[src/rtl/bram_stream_reader.sv]
// Streams bytes from a circular BRAM buffer onto a valid/ready interface; 2-cycle wr_ptr-to-valid latency.
// A 2-entry skid FIFO absorbs the BRAM read latency, and fetches stop while out_ready is low and the FIFO is full.

module stream_fifo #(
  parameter int DATA_W = 8,
  parameter int DEPTH  = 2,
  localparam int PTR_W = $clog2(DEPTH)
) (
  input  logic              clk,
  input  logic              reset,
  input  logic              clear,
  input  logic              push,
  input  logic [DATA_W-1:0] push_data,
  input  logic              pop,
  output logic [DATA_W-1:0] head,
  output logic              not_empty,
  output logic [PTR_W:0]    count
);
  logic [DATA_W-1:0] mem [DEPTH];
  logic [PTR_W-1:0]  rd_idx;
  logic [PTR_W-1:0]  wr_idx;

  always_ff @(posedge clk) begin
    if (reset) begin
      for (int i = 0; i < DEPTH; i++) mem[i] <= '0;
      rd_idx <= '0;
      wr_idx <= '0;
      count  <= '0;
    end else if (clear) begin
      rd_idx <= '0;
      wr_idx <= '0;
      count  <= '0;
    end else begin
      if (push) begin
        mem[wr_idx] <= push_data;
        wr_idx      <= wr_idx + PTR_W'(1);
      end
      if (pop) rd_idx <= rd_idx + PTR_W'(1);
      case ({push, pop})
        2'b10:   count <= count + (PTR_W+1)'(1);
        2'b01:   count <= count - (PTR_W+1)'(1);
        default: count <= count;
      endcase
    end
  end

  assign head      = mem[rd_idx];
  assign not_empty = (count != '0);
endmodule

module bram_stream_reader #(
  parameter int ADDR_W = 11,
  parameter int DATA_W = 8
) (
  input  logic              clk,
  input  logic              reset,
  input  logic [ADDR_W-1:0] wr_ptr,
  input  logic              flush,
  output logic [ADDR_W-1:0] bram_addr,
  input  logic [DATA_W-1:0] bram_dout,
  output logic [DATA_W-1:0] out_data,
  output logic              out_valid,
  input  logic              out_ready,
  output logic [ADDR_W-1:0] rd_ptr,
  output logic [ADDR_W-1:0] fill_count
);
  logic [ADDR_W-1:0] iss_ptr;
  logic [ADDR_W-1:0] rd_ptr_q;
  logic              inflight;
  logic [1:0]        occ;
  logic [2:0]        demand;
  logic              pop;
  logic              issue;
  logic              fifo_push;

  assign pop    = out_valid && out_ready;
  // Slots that will be committed after this edge; a new fetch needs one free.
  assign demand = 3'(occ) + 3'(inflight) - 3'(pop);
  assign issue  = (iss_ptr != wr_ptr) && (demand < 3'd2);
  // bram_dout is only meaningful the cycle after a fetch; anything else is stale.
  assign fifo_push = inflight && !flush;

  always_ff @(posedge clk) begin
    if (reset) begin
      iss_ptr  <= '0;
      rd_ptr_q <= '0;
      inflight <= 1'b0;
    end else if (flush) begin
      iss_ptr  <= wr_ptr;
      rd_ptr_q <= wr_ptr;
      inflight <= 1'b0;
    end else begin
      if (issue) iss_ptr <= iss_ptr + ADDR_W'(1);
      if (pop)   rd_ptr_q <= rd_ptr_q + ADDR_W'(1);
      inflight <= issue;
    end
  end

  stream_fifo #(
    .DATA_W(DATA_W),
    .DEPTH (2)
  ) u_skid (
    .clk      (clk),
    .reset    (reset),
    .clear    (flush),
    .push     (fifo_push),
    .push_data(bram_dout),
    .pop      (pop),
    .head     (out_data),
    .not_empty(out_valid),
    .count    (occ)
  );

  assign bram_addr  = iss_ptr;
  assign rd_ptr     = rd_ptr_q;
  assign fill_count = wr_ptr - rd_ptr_q;
endmodule

[config.mk]
export PLATFORM = sky130hd
export DESIGN_NAME = bram_stream_reader
export DESIGN_NICKNAME = d
export VERILOG_FILES = /design/src/rtl/bram_stream_reader.sv
export SDC_FILE = /design/constraint.sdc
export NUM_CORES = 1
export LEC_CHECK = 0
export CAP_MARGIN = 20
export CORE_ASPECT_RATIO = 0.75
export CORE_UTILIZATION = 48
export CTS_CLUSTER_SIZE = 28
export DETAILED_ROUTE_END_ITERATION = 16
export GPL_TIMING_DRIVEN = 0
export MAX_ROUTING_LAYER = met4
export PLACE_DENSITY = 0.77
export SLEW_MARGIN = 30
export SYNTH_ARGS = -nofsm -noshare
export SYNTH_HDL_FRONTEND = slang
export SYNTH_HIERARCHICAL = 1
export SYNTH_SLANG_ARGS = --single-unit
[constraint.sdc]
create_clock -name clk -period 9.1 [get_ports clk]
set_input_delay 1.82 -clock clk [delete_from_list [all_inputs] [get_ports clk]]
set_output_delay 1.82 -clock clk [all_outputs]
set_load 0.02 [all_outputs]
==> flow_metrics.env <==
export IMPL_crit_slowest_cell="clkdlybuf4s50_1"
export IMPL_die_h_um=68.9
export IMPL_clk_pin_slew_worst_paths_ns=0.08
export IMPL_setup_viol=0
export IMPL_hold_violations=0
export IMPL_area_delta_synth_final_pct=28.7
export IMPL_peakVddDrop_uv=75.1
export IMPL_vias=2573
export IMPL_rows=23
export IMPL_critPathKind="in2out"
export IMPL_p_clk_share_pct=23.4
export IMPL_max_freq_ghz=0.152
export IMPL_hp_class="reg2reg"
export IMPL_grt_max_degree=14
export IMPL_netlist_instances=306
export IMPL_cts_sinks=44
export IMPL_dieArea_um2=6280
export IMPL_endpoint_kind="output port"
export IMPL_p_seq_share_pct=43.8
export IMPL_nets=416
export IMPL_ys_seq_area_share_pct=36.3
export IMPL_synth_avg_cell_area_um2=9.36
export IMPL_yosysTopAreaCell="dfxtp_1"
export IMPL_cts_root_buf="clkbuf_8"
export IMPL_path_cells="clkdlybuf4s50_1 -> inv_1 -> ha_1 -> inv_1 -> fa_1 -> a21o_1 -> a211oi_1 -> o21ai_1 -> a2111o_1 -> o211ai_1 -> clkdlybuf4s50_1"
export IMPL_worstHoldStart="u_skid/rd_idx$_SDFFE_PP0P_"
export IMPL_finalClockSkew_ns=0.00993
export IMPL_final_max_slew_viol_count=0
export IMPL_cp_max_fo=2
export IMPL_slew_headroom_pct=42.7
export IMPL_fin_crit_sh_pct=72.4
export IMPL_tns_ns=0
export IMPL_grt_pass1_wl_um=11200
export IMPL_r2r_cells=11
export IMPL_postRouteAntennaNets=0
export IMPL_holdBufCountCts=0
export IMPL_hold_path_depth=2
export IMPL_finalWorstSetupSlack_ns=2.51
export IMPL_power_density_nw_per_um2=140
export IMPL_route_detailed_drc=0
export IMPL_critPathArrivalTime_ns=4.77
export IMPL_drt_pass1_iterations=5
export IMPL_drv_cap=0
export IMPL_grt_overflow_total=0
export IMPL_final_cell_mix="64 x clkdlybuf4s50_1, 28 x dfxtp_1, 26 x inv_1, 26 x xnor2_1, 18 x nand2_1"
export IMPL_async_flop_share_pct=0
export IMPL_cts_max_path_buffers=2
export IMPL_synth_top_area_share_pct=19.6
export IMPL_rr_startpoint="u_skid/count[1]$_SDFFE_PP0P_"
export IMPL_n_antenna_cell=0
export IMPL_slowest_delay_ns=0.62
export IMPL_antenna_found_initial=0
export IMPL_period_needed_ns=6.59
export IMPL_dpl_worst_slack_ns=2.54
export IMPL_vias_per_cell=5.68
export IMPL_coreArea_um2=5550
export IMPL_ys_ff_latch=44
export IMPL_drtIter0Drc=149
export IMPL_rsz0062_at_grt="no"
export IMPL_worst_pin_slew_ns=0.854
export IMPL_dp_hpwl_um=5600
export IMPL_combPwrFrac_pct=32.9
export IMPL_p_sw_share_pct=32.3
export IMPL_grt_pass1_vias=2225
export IMPL_crit_path_start_kind="input port"
export IMPL_final_common_cell="clkdlybuf4s50_1"
export IMPL_synth_cell_types=56
export IMPL_gp_congestion=0.867
export IMPL_worstReg2RegEnd="bram_addr[9]$_SDFFE_PP0P_"
export IMPL_io_pins=65
export IMPL_power_leakage_uw=0.00135
export IMPL_cts_tree="done"
export IMPL_drive_gt1_share_pct=9.52
export IMPL_die_w_um=91.2
export IMPL_synth_ff_type="dfxtp_1"
export IMPL_outcome="finished, final reports clean"
export IMPL_cts_setup_buffers=0
export IMPL_htreeDepth=2
export IMPL_switchingPower_uw=166
export IMPL_syn_nets=345
export IMPL_routed_wl_um=7140
export IMPL_r2r_slack_ns=5.87
export IMPL_synth_area_leaders="dfxtp_1 20%, edfxtp_1 17%, xnor2_1 8.0%"
export IMPL_wire_per_inst_um=15.8
export IMPL_cts_buffers=5
export IMPL_p_int_uw=349
export IMPL_yosys_warnings=6
export IMPL_grt_use_total_pct=23.9
export IMPL_cts_resized=0
export IMPL_insertion_delay_ns=0.30
export IMPL_io_buffer_count=64
export IMPL_crit_required_ns=7.28
export IMPL_power_uw=515
export IMPL_netlist_area_um2=2860
export IMPL_start_util_pct=51.6
export IMPL_synth_edf_count=16
worst max-delay path by stage:
stage | from | to | slack, ns | cells after the start
2_1_floorplan | wr_ptr[0] | fill_count[10] | 3.68 | 9
3_3_place_gp | wr_ptr[0] | fill_count[10] | 2.57 | 11
3_5_place_dp | wr_ptr[0] | fill_count[10] | 2.54 | 11
4_1_cts | wr_ptr[0] | fill_count[10] | 2.53 | 11
5_1_grt | wr_ptr[0] | fill_count[10] | 2.42 | 11
6_report | wr_ptr[0] | fill_count[10] | 2.51 | 11
power groups by stage:
stage / registers (µW) / logic [µW] / clock network, µW
2_1_floorplan: 236 / 91.7 / 0
3_3_place_gp: 229 / 164 / 0
3_5_place_dp: 230 / 168 / 0
4_1_cts: 225 / 169 / 120
5_1_grt: 227 / 182 / 131
6_report: 225 / 169 / 120
worst max-delay path, delay by kind of cell:
| kind | cells | cell delay, ns |
|---|---|---|
| buffers and inverters | 4 | 1.23 |
| AOI/OAI and AO/OA | 5 | 1.15 |
| adders and majority gates | 2 | 0.58 |
Yosys cell counts (3+ instances only):
cell type	instances
o31a_1	10
nor3_1	17
dfxtp_1	28
nand2b_1	3
xor2_1	4
xnor2_2	3
nand2_1	18
clkbuf_1	3
or3_1	4
o31ai_1	3
nor2_1	16
ha_1	14
a21oi_1	14
buf_2	3
o21ai_0	7
buf_6	3
nand4_1	7
a211oi_1	4
inv_1	26
nor4_1	7
edfxtp_1	16
a21boi_1	11
nand3_1	7
xnor2_1	26
mux2_2	8
nor2b_1	3
logic make-up after synthesis:
| family | share of synthesized area [%] |
|---|---|
| AND/OR/NAND/NOR | 19.3 |
| AO/OA/AOI/OAI | 16.2 |
| flip-flops | 36.3 |
| buffers and inverters | 5.90 |
| XOR/XNOR | 10.9 |
| adder cells (fa/ha/maj) | 7.51 |
| multiplexers | 3.84 |
area by class of cell:
type / instances / area [µm²]
Fill cell: 454 / 1870
Multi-Input combinational cell: 225 / 1660
Sequential cell: 44 / 1040
Timing Repair Buffer: 64 / 641
Inverter: 27 / 101
Tap cell: 75 / 93.8
Clock buffer: 5 / 68.8
Buffer: 10 / 67.6
Clock inverter: 3 / 13.8
state kept, by name (all words and copies together), names as in the netlist, named ones only:
register       count
inflight           1
rd_ptr            11
u_skid/rd_idx      1
u_skid/wr_idx      1
bram_addr         11
u_skid/count       2
u_skid/mem        16
metrics by stage:
stage	cell area [µm²]	std cells	utilization, %	hold WS (ns)
global route	3690	453	66.4	0.608
floorplan	2860	306	-	0.515
global placement	3600	445	64.8	0.534
detailed placement	3600	445	64.9	0.544
finish	3690	453	66.4	0.572
CTS	3690	453	66.4	0.559
metal layers:
| metal | vias to the layer above | global-route usage, % | wire length (µm) | part of all wire, % |
|---|---|---|---|---|
| met1 | 1222 | 34.3 | 3600 | 50 |
| met5 | - | - | 0 | 0 |
| met4 | 0 | 8.13 | 91 | 1.3 |
| li1 | 1259 | - | - | - |
| met2 | 84 | 34.5 | 3080 | 43 |
| met3 | 8 | 3.18 | 373 | 5.2 |
Note: power is estimated with default switching activity, not from simulation.
